`config.mk`:
```
export PLATFORM = sky130hd
export DESIGN_NAME = mc_bus
export DESIGN_NICKNAME = d
export VERILOG_FILES = /design/src/rtl/mc_bus.sv
export SDC_FILE = /design/constraint.sdc
export NUM_CORES = 1
export LEC_CHECK = 0
export BUFFER_PORTS_ARGS = -buffer_cell sky130_fd_sc_hd__buf_2
export CORE_MARGIN = 1.5
export CORE_UTILIZATION = 43
export CTS_BUF_LIST = sky130_fd_sc_hd__clkbuf_4
export CTS_CLUSTER_DIAMETER = 150
export DETAILED_ROUTE_END_ITERATION = 6
export PLACE_DENSITY = 0.79
export SYNTH_ARGS = -nofsm -noshare
export SYNTH_HDL_FRONTEND = slang
export SYNTH_SLANG_ARGS = --single-unit
```
`constraint.sdc`:
```
create_clock -name clk_i -period 3.7 [get_ports clk_i]
set_input_delay 0.74 -clock clk_i [delete_from_list [all_inputs] [get_ports clk_i]]
set_output_delay 0.74 -clock clk_i [all_outputs]
set_load 0.005 [all_outputs]
```
`src/rtl/mc_bus.sv`:
```
// Single-master bus splitter: decodes a request to one of NSLV slaves, waits for
// that slave's completion (or a cycle timeout) and returns a one-cycle response.
module mc_bus #(
  parameter int                 NSLV     = 3,
  parameter logic [NSLV*32-1:0] SLV_BASE = {32'hFF000004, 32'hFF000000, 32'h00000000},
  parameter logic [NSLV*32-1:0] SLV_MASK = {32'hFFFFFFFC, 32'hFFFFFFFC, 32'hFF000000},
  parameter int                 TIMEOUT  = 16
) (
  input  logic                 clk_i,
  input  logic                 rst_i,
  input  logic                 req_i,
  input  logic                 we_i,
  input  logic [31:0]          addr_i,
  input  logic [31:0]          wdata_i,
  input  logic [3:0]           be_i,
  output logic                 ready_o,
  output logic [31:0]          rdata_o,
  output logic                 err_o,
  output logic                 busy_o,
  output logic [NSLV-1:0]      slv_req_o,
  output logic                 slv_we_o,
  output logic [31:0]          slv_addr_o,
  output logic [31:0]          slv_wdata_o,
  output logic [3:0]           slv_be_o,
  input  logic [NSLV-1:0]      slv_ready_i,
  input  logic [NSLV*32-1:0]   slv_rdata_i
);

  // state  | meaning
  // IDLE   | waiting for req_i; next accepted request is latched here
  // ACCESS | selected slave is strobed until it is ready or the timer expires
  // DONE   | one-cycle response on ready_o, requests ignored
  localparam logic [1:0] ST_IDLE   = 2'd0;
  localparam logic [1:0] ST_ACCESS = 2'd1;
  localparam logic [1:0] ST_DONE   = 2'd2;

  localparam int IW = (NSLV > 1) ? $clog2(NSLV) : 1;
  localparam int CW = (TIMEOUT > 0) ? $clog2(TIMEOUT + 1) : 1;
  localparam logic [CW-1:0] CNT_LOAD = (TIMEOUT > 0) ? CW'(TIMEOUT - 1) : '0;

  logic [1:0]    state;
  logic [IW-1:0] idx_q;
  logic          we_q;
  logic [CW-1:0] cnt;
  logic [31:0]   rdata_q;
  logic          err_q;

  logic          hit;
  logic [IW-1:0] hit_idx;
  logic          sel_ready;
  logic [31:0]   sel_rdata;

  // Scanning from the top index down lets the lowest matching window win.
  always_comb begin
    hit     = 1'b0;
    hit_idx = '0;
    for (int k = NSLV - 1; k >= 0; k--) begin
      if ((addr_i & SLV_MASK[k*32 +: 32]) == SLV_BASE[k*32 +: 32]) begin
        hit     = 1'b1;
        hit_idx = IW'(k);
      end
    end
  end

  always_comb begin
    sel_ready = 1'b0;
    sel_rdata = '0;
    for (int k = 0; k < NSLV; k++) begin
      if (idx_q == IW'(k)) begin
        sel_ready = slv_ready_i[k];
        sel_rdata = slv_rdata_i[k*32 +: 32];
      end
    end
  end

  always_ff @(posedge clk_i or posedge rst_i) begin
    if (rst_i) begin
      state       <= ST_IDLE;
      idx_q       <= '0;
      we_q        <= 1'b0;
      slv_addr_o  <= '0;
      slv_wdata_o <= '0;
      slv_be_o    <= '0;
      cnt         <= '0;
      rdata_q     <= '0;
      err_q       <= 1'b0;
    end else begin
      case (state)
        ST_IDLE: begin
          if (req_i) begin
            idx_q       <= hit_idx;
            we_q        <= we_i;
            slv_addr_o  <= addr_i;
            slv_wdata_o <= wdata_i;
            slv_be_o    <= be_i;
            cnt         <= CNT_LOAD;
            if (hit) begin
              state <= ST_ACCESS;
            end else begin
              rdata_q <= '0;
              err_q   <= 1'b1;
              state   <= ST_DONE;
            end
          end
        end
        ST_ACCESS: begin
          // Slave completion outranks a timeout landing on the same cycle.
          if (sel_ready) begin
            rdata_q <= we_q ? 32'd0 : sel_rdata;
            err_q   <= 1'b0;
            state   <= ST_DONE;
          end else if ((TIMEOUT > 0) && (cnt == '0)) begin
            rdata_q <= '0;
            err_q   <= 1'b1;
            state   <= ST_DONE;
          end else if (cnt != '0) begin
            cnt <= cnt - CW'(1);
          end
        end
        ST_DONE: state <= ST_IDLE;
        default: state <= ST_IDLE;
      endcase
    end
  end

  always_comb begin
    slv_req_o = '0;
    if (state == ST_ACCESS) slv_req_o[idx_q] = 1'b1;
  end

  assign slv_we_o = (state == ST_ACCESS) && we_q;
  assign ready_o  = (state == ST_DONE);
  assign busy_o   = (state != ST_IDLE);
  assign rdata_o  = rdata_q;
  assign err_o    = err_q;

endmodule
```
==> results.sh, run 1 <==
export IMPL_clock_latency_ns=0.47
export IMPL_viasPerCell=5.03
export IMPL_yosysUniqueCellTypes=43
export IMPL_drc=0
export IMPL_cts_resized=0
export IMPL_tns_ns=0
export IMPL_dominantRegCellSynth="dfrtp_1"
export IMPL_setup_viol=0
export IMPL_fp_dieW_microns=117
export IMPL_grt_pass1_vias=5178
export IMPL_vdd_ir_drop_max_uv=254
export IMPL_rsz0062_at_grt="false"
export IMPL_drive_gt1_share_pct=37.1
export IMPL_slew_headroom_pct=30.6
export IMPL_ioPinCount=278
export IMPL_path_class="flip-flop to primary output"
export IMPL_max_cap_viol_count=0
export IMPL_holdWs_ns=0.362
export IMPL_fmax_mhz=374
export IMPL_grt_usage_pct=23.9
export IMPL_rows=41
export IMPL_syn2layout_area_growth_pct=29.8
export IMPL_netlist_area_sq_um=5560
export IMPL_clock_path_buffers=2
export IMPL_numClockSinks=111
export IMPL_cp_max_fo=10
export IMPL_synth_edf_count=0
export IMPL_ys_seq_area_share_pct=50.0
export IMPL_synth_largest_area_cell="dfrtp_1"
export IMPL_slowest_delay_ns=0.65
export IMPL_wire_per_inst_microns=15.6
export IMPL_p_int_w=0.00173
export IMPL_hold_viol=0
export IMPL_netlist_instances=620
export IMPL_antenna_found_initial=2
export IMPL_avgSynthCellArea_sq_um=8.96
export IMPL_clk_pin_slew_ns=0.18
export IMPL_portBuffers=277
export IMPL_cp_num_buf_inv=1
export IMPL_status="completed"
export IMPL_power_switching_w=0.000714
export IMPL_path_cells="nor2b_1, and3_1, buf_2"
export IMPL_fin_nets=1046
export IMPL_postCtsHoldBufs=0
export IMPL_synth_top_area_share_pct=50.0
export IMPL_cp_data_required_time_ns=2.96
export IMPL_synthArstFlopShare_pct=100
export IMPL_dp_hpwl_microns=11800
export IMPL_synth_area_top_cells="dfrtp_1, nand2_1, mux2i_1"
export IMPL_crit_arrival_ns=1.94
export IMPL_cp_slowest_cell="nor2b_1"
export IMPL_ant_nets=0
export IMPL_yosysMostFrequentCell="nand2_1"
export IMPL_core_area_sq_um=12600
export IMPL_critPathTopFamily="simple AND/OR/NAND/NOR gates"
export IMPL_postCtsSetupBuffers=0
export IMPL_p_leak_nw=3.74
export IMPL_wl_microns=16400
export IMPL_fillerInstances=1172
export IMPL_drt_iter0_markers=254
export IMPL_place_congestion=0.779
export IMPL_grt_max_degree=60
export IMPL_synth_seq_cells=111
export IMPL_combPwrFrac_pct=18.2
export IMPL_ys_top_cells_by_count="nand2_1, dfrtp_1, inv_1"
export IMPL_die_h_microns=117
export IMPL_num_vias=5287
export IMPL_finalMaxSlewViolations=0
export IMPL_finalCriticalPeriod_ns=2.68
export IMPL_power_frac_clock_pct=25.8
export IMPL_firstDrtPassIters=4
export IMPL_cp_end_kind="primary output"
export IMPL_cts_root_buf="clkbuf_4"
export IMPL_post_route_period_util_pct=72.3
export IMPL_hold_class="input pin to asynchronous set/reset pin"
export IMPL_startpoint_type="flip-flop"
export IMPL_cts_tree="done"
export IMPL_grt_pass1_wl_microns=25100
export IMPL_cts_htree_levels=3
export IMPL_skew_ns=0.0204
export IMPL_overflow=0
export IMPL_numCtsBuffers=9
export IMPL_sw_frac_of_total_pct=29.2
export IMPL_syn_num_nets=793
export IMPL_dieArea_sq_um=13600
export IMPL_ys_warnings_count=0
export IMPL_powerDensity_nw_per_um2=339
export IMPL_initial_utilization_pct=44.0
export IMPL_worst_pin_slew_ns=1.04
export IMPL_pwr_share_seq_pct=56.1
worst register-to-register path: stages, from the launching register on:
cell      delay, ns
dfrtp_1        0.44
inv_1          0.09
ha_1           0.13
or4b_1         0.46
o211a_1        0.23
o21ai_4        0.82
o221ai_1       0.25
placed cells by master, fill, tap and decap left out, types with 2 or more instances in the layout:
cell type / count
nor2b_1: 2
clkinv_4: 2
nand4_1: 2
mux2i_1: 35
buf_2: 277
o21a_1: 3
and4_1: 2
dfrtp_1: 110
clkbuf_4: 9
o22ai_1: 2
buf_4: 9
o221ai_1: 23
nor4_1: 5
a31oi_1: 2
nor2_2: 2
nor3_1: 4
nand3_1: 35
o21ai_0: 2
nor2_1: 3
nand2_1: 241
inv_1: 36
o2bb2ai_1: 32
ha_1: 2
diode_2: 2
o221ai_2: 9
metal layers:
metal	GRT usage, %	wire length (microns)	share of wire, %
met1	28.7	6840	42
met2	42.1	7990	49
met3	4.88	1200	7.3
met4	9.08	337	2.1
met5	0	0	0
flip-flops by register name (all words and copies together), names as in the netlist:
| name | flops |
|---|---|
| rdata_o | 32 |
| slv_addr_o | 32 |
| slv_wdata_o | 32 |
| cnt | 5 |
| slv_be_o | 4 |
| idx_q | 2 |
| state | 2 |
| err_o | 1 |
| we_q | 1 |
final timing paths:
| path | start | to | slack [ns] | depth (start not counted) |
|---|---|---|---|---|
| min in group clk_i | wdata_i[20] | slv_wdata_o[20] | 0.44 | 3 |
| worst min register to register | slv_addr_o[5] | slv_addr_o[5] | 0.49 | 2 |
| worst min-delay path | rst_i | slv_wdata_o[11] | 0.36 | 2 |
| worst max-delay path | state[0] | slv_req_o[1] | 1.02 | 3 |
| worst max register to register | cnt[0] | rdata_o[20] | 1.14 | 6 |
| max in group asynchronous | rst_i | cnt[1] | 2.58 | 3 |
stage by stage:
stage | utilization, % | cell area, sq um | setup slack, ns | cells | power [W]
2_1_floorplan | - | 5560 | 0.0293 | 620 | 0.00158
3_3_place_gp | 56.0 | 7060 | 1.12 | 1034 | 0.00184
3_5_place_dp | 56.0 | 7060 | 1.07 | 1034 | 0.00184
4_1_cts | 57.1 | 7210 | 0.958 | 1050 | 0.00248
5_1_grt | 57.2 | 7210 | 0.901 | 1052 | 0.00259
6_report | 57.2 | 7210 | 1.02 | 1052 | 0.00244
final cells by class:
cell class	instances	area, sq um	share of cell area [%]
clock inverters	7	80.1	1.11
inverters	37	141	1.96
diodes	2	5.00	0.0694
multi-input cells	427	2450	34.0
flip-flops and latches	111	2780	38.5
repair buffers	287	1470	20.4
well taps	172	215	2.98
clock buffers	9	67.6	0.937
power by group through the flow:
stage | logic, W | clock network [W] | registers, W
3_5_place_dp | 0.000456 | 0 | 0.00139
4_1_cts | 0.000454 | 0.000655 | 0.00137
3_3_place_gp | 0.000446 | 0 | 0.00139
2_1_floorplan | 0.000183 | 0 | 0.00140
5_1_grt | 0.000505 | 0.000702 | 0.00138
6_report | 0.000444 | 0.000629 | 0.00137
cell families after synthesis:
group	share of synthesized area, %
and+or+nand+nor	23.5
muxes	6.30
DFF	50.0
AOI/OAI and AO/OA	13.6
adders and majority gates	0.450
buffers and inverters	6.12
Note: power is estimated with default switching activity, not from simulation.
==> inputs of run 2 (changes only) <==
CORE_UTILIZATION = 48   (was 43)
PLACE_DENSITY = 0.83   (was 0.79)
clock period = 2.7 ns   (was 3.7 ns; I/O delays follow)
==> run 2 against run 1 <==
  * Hold slack worse by 0.098 ns
  * Sequential share of layout area stayed put
  * Clock power is 37% higher
  * Die area is 10% lower
  * First-iteration DRC count is 46% higher
  * Critical path depth is 3 higher
  * Global-route usage is 1.6 points higher
  * Power is 37% higher
  * Clock skew is 0.0042 ns lower
  * Count of clock-buffer cells in the layout is 1 higher
==> results.sh, run 2 (same netlist as run 1, synthesis figures left out) <==
export IMPL_fillerInstances=987
export IMPL_cts_tree="done"
export IMPL_worstRegToRegCells=6
export IMPL_syn2layout_area_growth_pct=29.8
export IMPL_path_cells="inv_1, ha_1, or4b_1, o211a_1, o21ai_4, o221ai_1"
export IMPL_p_leak_nw=3.75
export IMPL_firstDrtPassIters=4
export IMPL_clk_pin_slew_ns=0.18
export IMPL_fin_nets=1050
export IMPL_dieArea_sq_um=12200
export IMPL_fin_util_pct=63.5
export IMPL_hold_class="input pin to flip-flop"
export IMPL_startpoint="cnt[0]"
export IMPL_numClockSinks=111
export IMPL_r2r_slack_ns=0.35
export IMPL_antenna_found_initial=1
export IMPL_skew_ns=0.0162
export IMPL_drt_iter0_markers=372
export IMPL_design_area_sq_um=7210
export IMPL_fmax_mhz=425
export IMPL_startpoint_type="flip-flop"
export IMPL_cp_depth=6
export IMPL_initial_utilization_pct=48.9
export IMPL_cp_num_buf_inv=1
export IMPL_post_route_period_util_pct=87.2
export IMPL_grt_usage_pct=25.5
export IMPL_grt_pass1_vias=5327
export IMPL_place_congestion=0.832
export IMPL_ant_nets=0
export IMPL_finalMaxSlewViolations=0
export IMPL_drc=0
export IMPL_status="completed"
export IMPL_finalCriticalPeriod_ns=2.35
export IMPL_slowest_delay_ns=0.64
export IMPL_wl_microns=15600
export IMPL_max_cap_viol_count=0
export IMPL_num_vias=5436
export IMPL_ioPinCount=278
export IMPL_worst_pin_slew_ns=0.817
export IMPL_rsz0062_at_grt="false"
export IMPL_die_h_microns=111
export IMPL_r2r_start="cnt[0]"
export IMPL_fp_dieW_microns=111
export IMPL_final_cell_mix="buf_2, nand2_1, dfrtp_1, inv_1"
export IMPL_crit_arrival_ns=2.69
export IMPL_rows=39
export IMPL_cp_max_fo=17
export IMPL_path_class="flip-flop to flip-flop"
export IMPL_grt_pass1_wl_microns=25400
export IMPL_tns_ns=0
export IMPL_viasPerCell=5.30
export IMPL_setup_viol=0
export IMPL_cp_data_required_time_ns=3.03
export IMPL_vdd_ir_drop_max_uv=330
export IMPL_numCtsBuffers=9
export IMPL_holdWs_ns=0.264
export IMPL_cp_end_kind="flip-flop"
export IMPL_powerDensity_nw_per_um2=465
export IMPL_postCtsSetupBuffers=0
export IMPL_clock_latency_ns=0.46
export IMPL_wire_per_inst_microns=15.2
export IMPL_critPathTopFamily="compound AO/OA/AOI/OAI gates"
export IMPL_portBuffers=277
export IMPL_drive_gt1_share_pct=37.2
export IMPL_hold_viol=0
export IMPL_rr_endpoint="rdata_o[13]"
export IMPL_cp_slowest_cell="o21ai_4"
export IMPL_grt_max_degree=76
export IMPL_overflow=0
export IMPL_place_area_sq_um=7040
export IMPL_setup_worst_path_end="rdata_o[13]"
export IMPL_cts_htree_levels=3
export IMPL_final_common_cell="buf_2"
export IMPL_clock_path_buffers=2
export IMPL_cts_root_buf="clkbuf_4"
export IMPL_slew_headroom_pct=45.3
export IMPL_core_area_sq_um=11400
export IMPL_dp_hpwl_microns=11200
run 2: layout make-up:
class	count	area (sq um)	area share (%)
repair buffers	290	1500	20.8
well taps	143	179	2.48
diodes	1	2.50	0.0347
multi-input cells	428	2470	34.2
clock buffers	10	75.1	1.04
clock inverters	6	68.8	0.954
flip-flops and latches	111	2780	38.5
inverters	37	143	1.98
run 2: worst min-delay path by stage:
stage	from	end	slack [ns]	cells after the start
floorplan	cnt[4]	cnt[4]	0.44	1
global placement	rst_i	slv_wdata_o[5]	0.45	2
detailed placement	rst_i	slv_wdata_o[0]	0.45	2
CTS	addr_i[2]	idx_q[0]	0.22	2
global route	wdata_i[11]	slv_wdata_o[11]	0.22	3
finish	wdata_i[11]	slv_wdata_o[11]	0.26	3
run 2: power breakdown:
group | internal, W | switching (W)
clock network | 0.000300 | 0.000561
logic | 0.000275 | 0.000336
registers | 0.00180 | 0.0000771
total | 0.00238 | 0.000975
run 2: worst min-delay path, delay by kind of cell:
kind                   cells  cell delay [ns]
and+or+nand+nor            2             0.08
buffers and inverters      1             0.07
run 2: layer usage:
layer	part of all wire, %	track usage, %	up-vias
met5	0	0	-
met4	2.7	9.15	0
met3	7.5	6.31	37
met2	49	43.9	262
met1	41	31.1	2513
li1	-	-	2624
run 2: through the flow:
stage | instances | total power (W) | setup slack [ns]
floorplan | 620 | 0.00217 | 0.705
global placement | 1007 | 0.00250 | 0.189
detailed placement | 1007 | 0.00252 | 0.134
CTS | 1024 | 0.00338 | 0.111
global route | 1026 | 0.00354 | 0.241
finish | 1026 | 0.00335 | 0.346
run 2: timing repair:
item                                    in CTS  in global routing
endpoints found under the hold margin        5                  0
hold buffers                                 1                  0
resized for setup                            0                  1
endpoints found under the setup margin       0                 17
==> inputs of run 3 (changes only) <==
CELL_PAD_IN_SITES_DETAIL_PLACEMENT = 1   (was default)
CELL_PAD_IN_SITES_GLOBAL_PLACEMENT = 1   (was default)
CORE_UTILIZATION = 34   (was 48)
PLACE_DENSITY = default   (was 0.83)
PLACE_DENSITY_LB_ADDON = 0.1   (was default)
==> run 3 against run 2 <==
  * Global-route usage shrank 4.4 points
  * Via count grew 0.70%
  * Utilization shrank 18 points
  * Clock power shrank 5.2%
  * First-iteration DRC count shrank 54%
  * Critical path type unchanged
  * Highest routed layer is now met5
==> results.sh, run 3 (same netlist as run 1, synthesis figures left out) <==
export IMPL_cp_max_fo=17
export IMPL_path_cells="inv_1, ha_1, or4b_1, o211a_1, o21ai_4, o221ai_1"
export IMPL_clock_latency_ns=0.47
export IMPL_final_cell_mix="buf_2, nand2_1, dfrtp_1, inv_1"
export IMPL_firstDrtPassIters=6
export IMPL_path_class="flip-flop to flip-flop"
export IMPL_numCtsBuffers=9
export IMPL_slew_headroom_pct=46.6
export IMPL_slowest_delay_ns=0.62
export IMPL_cp_num_buf_inv=1
export IMPL_clk_pin_slew_ns=0.17
export IMPL_powerDensity_nw_per_um2=455
export IMPL_worstRegToRegCells=6
export IMPL_skew_ns=0.0131
export IMPL_finalCriticalPeriod_ns=2.38
export IMPL_final_common_cell="buf_2"
export IMPL_grt_usage_pct=21.1
export IMPL_ant_nets=0
export IMPL_place_congestion=0.772
export IMPL_post_route_period_util_pct=88.2
export IMPL_die_h_microns=131
export IMPL_grt_pass1_wl_microns=27900
export IMPL_tns_ns=0
export IMPL_wire_per_inst_microns=16.9
export IMPL_dieArea_sq_um=17100
export IMPL_status="completed"
export IMPL_dp_hpwl_microns=13800
export IMPL_core_area_sq_um=15900
export IMPL_grt_pass1_vias=5611
export IMPL_startpoint_type="flip-flop"
export IMPL_fp_dieW_microns=131
export IMPL_initial_utilization_pct=34.9
export IMPL_wl_microns=18700
export IMPL_hold_class="input pin to flip-flop"
export IMPL_fin_cells=1101
export IMPL_setup_viol=0
export IMPL_antenna_found_initial=3
export IMPL_dp_cells=1081
export IMPL_hold_viol=0
export IMPL_worst_pin_slew_ns=0.801
export IMPL_crit_arrival_ns=2.72
export IMPL_rows=46
export IMPL_postCtsSetupBuffers=0
export IMPL_hold_depth=3
export IMPL_cp_slowest_cell="o21ai_4"
export IMPL_rsz0062_at_grt="false"
export IMPL_cp_data_required_time_ns=3.03
export IMPL_cts_htree_levels=3
export IMPL_cts_tree="done"
export IMPL_cp_end_kind="flip-flop"
export IMPL_num_vias=5474
export IMPL_numClockSinks=111
export IMPL_cts_root_buf="clkbuf_4"
export IMPL_fin_nets=1051
export IMPL_overflow=0
export IMPL_grt_max_degree=76
export IMPL_ioPinCount=278
export IMPL_finalMaxSlewViolations=0
export IMPL_clock_path_buffers=2
export IMPL_viasPerCell=4.97
export IMPL_fin_util_pct=45.9
export IMPL_syn2layout_area_growth_pct=31.6
export IMPL_max_cap_viol_count=0
export IMPL_vdd_ir_drop_max_uv=292
export IMPL_portBuffers=277
export IMPL_p_leak_nw=3.76
export IMPL_critPathTopFamily="compound AO/OA/AOI/OAI gates"
export IMPL_cp_depth=6
export IMPL_drt_iter0_markers=172
export IMPL_drive_gt1_share_pct=37.0
export IMPL_fmax_mhz=420
export IMPL_drc=0
==> run 3: cell count changes in the layout (fill, tap and decap cells not counted) <==
cell,previous run,this run
clkinvlp_4,3,1
diode_2,1,2
nor2b_2,1,0
buf_12,1,2
clkinv_2,0,2
inv_8,1,0
nor2b_4,0,1
inv_6,1,0
clkinv_1,1,3
==> run 3: repair_timing <==
item                       in CTS  in global routing
hold endpoints to repair       13                  0
resized for setup               0                  1
setup endpoints to repair       0                 23
hold buffers                    1                  0
==> run 3: worst register-to-register path: stages, from the launching register on <==
cell and delay, ns:
dfrtp_1 0.44, inv_1 0.10, ha_1 0.15, or4b_1 0.46, o211a_1 0.27, o21ai_4 0.62
o221ai_1 0.19
==> run 3: final timing paths <==
kind,from,to,slack (ns)
max in group asynchronous,rst_i,slv_addr_o[25],1.34
min reg2reg,slv_addr_o[24],slv_addr_o[24],0.49
max,cnt[0],rdata_o[20],0.32
min in group asynchronous,rst_i,slv_wdata_o[31],0.58
max reg2reg,cnt[0],rdata_o[20],0.32
min,addr_i[0],slv_addr_o[0],0.25
==> run 3: routing by layer <==
metal  routed length [microns]  vias up  global-route usage, %  part of all wire, %
met5                         9        -                      0                0.048
met4                       311        2                   6.85                  1.7
met3                      1400       25                   6.03                  7.5
met2                      9470      180                   38.9                   51
met1                      7460     2655                   23.4                   40
li1                          -     2612                      -                    -
==> run 3: through the flow <==
stage	setup slack [ns]	total power, W	area (sq um)	hold slack [ns]
after floorplan	0.705	0.00217	5560	0.438
after global placement	0.211	0.00252	7150	0.453
after detailed placement	0.0932	0.00255	7150	0.457
after CTS	0.0707	0.00339	7290	0.207
final	0.318	0.00333	7320	0.249
after global routing	0.222	0.00354	7310	0.211
==> run 3: where the power goes <==
| group | internal, W | leakage, nW | switching [W] |
|---|---|---|---|
| Sequential | 0.00180 | 1.41 | 0.0000732 |
| Clock | 0.000282 | 0.0727 | 0.000535 |
| Combinational | 0.000279 | 2.28 | 0.000358 |
==> run 3: cell type report <==
cell class	instances	area (sq um)
repair buffers	291	1520
well taps	216	270
clock inverters	6	51.3
flip-flops and latches	111	2780
diodes	2	5.00
inverters	37	143
fillers	1982	8630
clock buffers	10	75.1
multi-input cells	428	2470
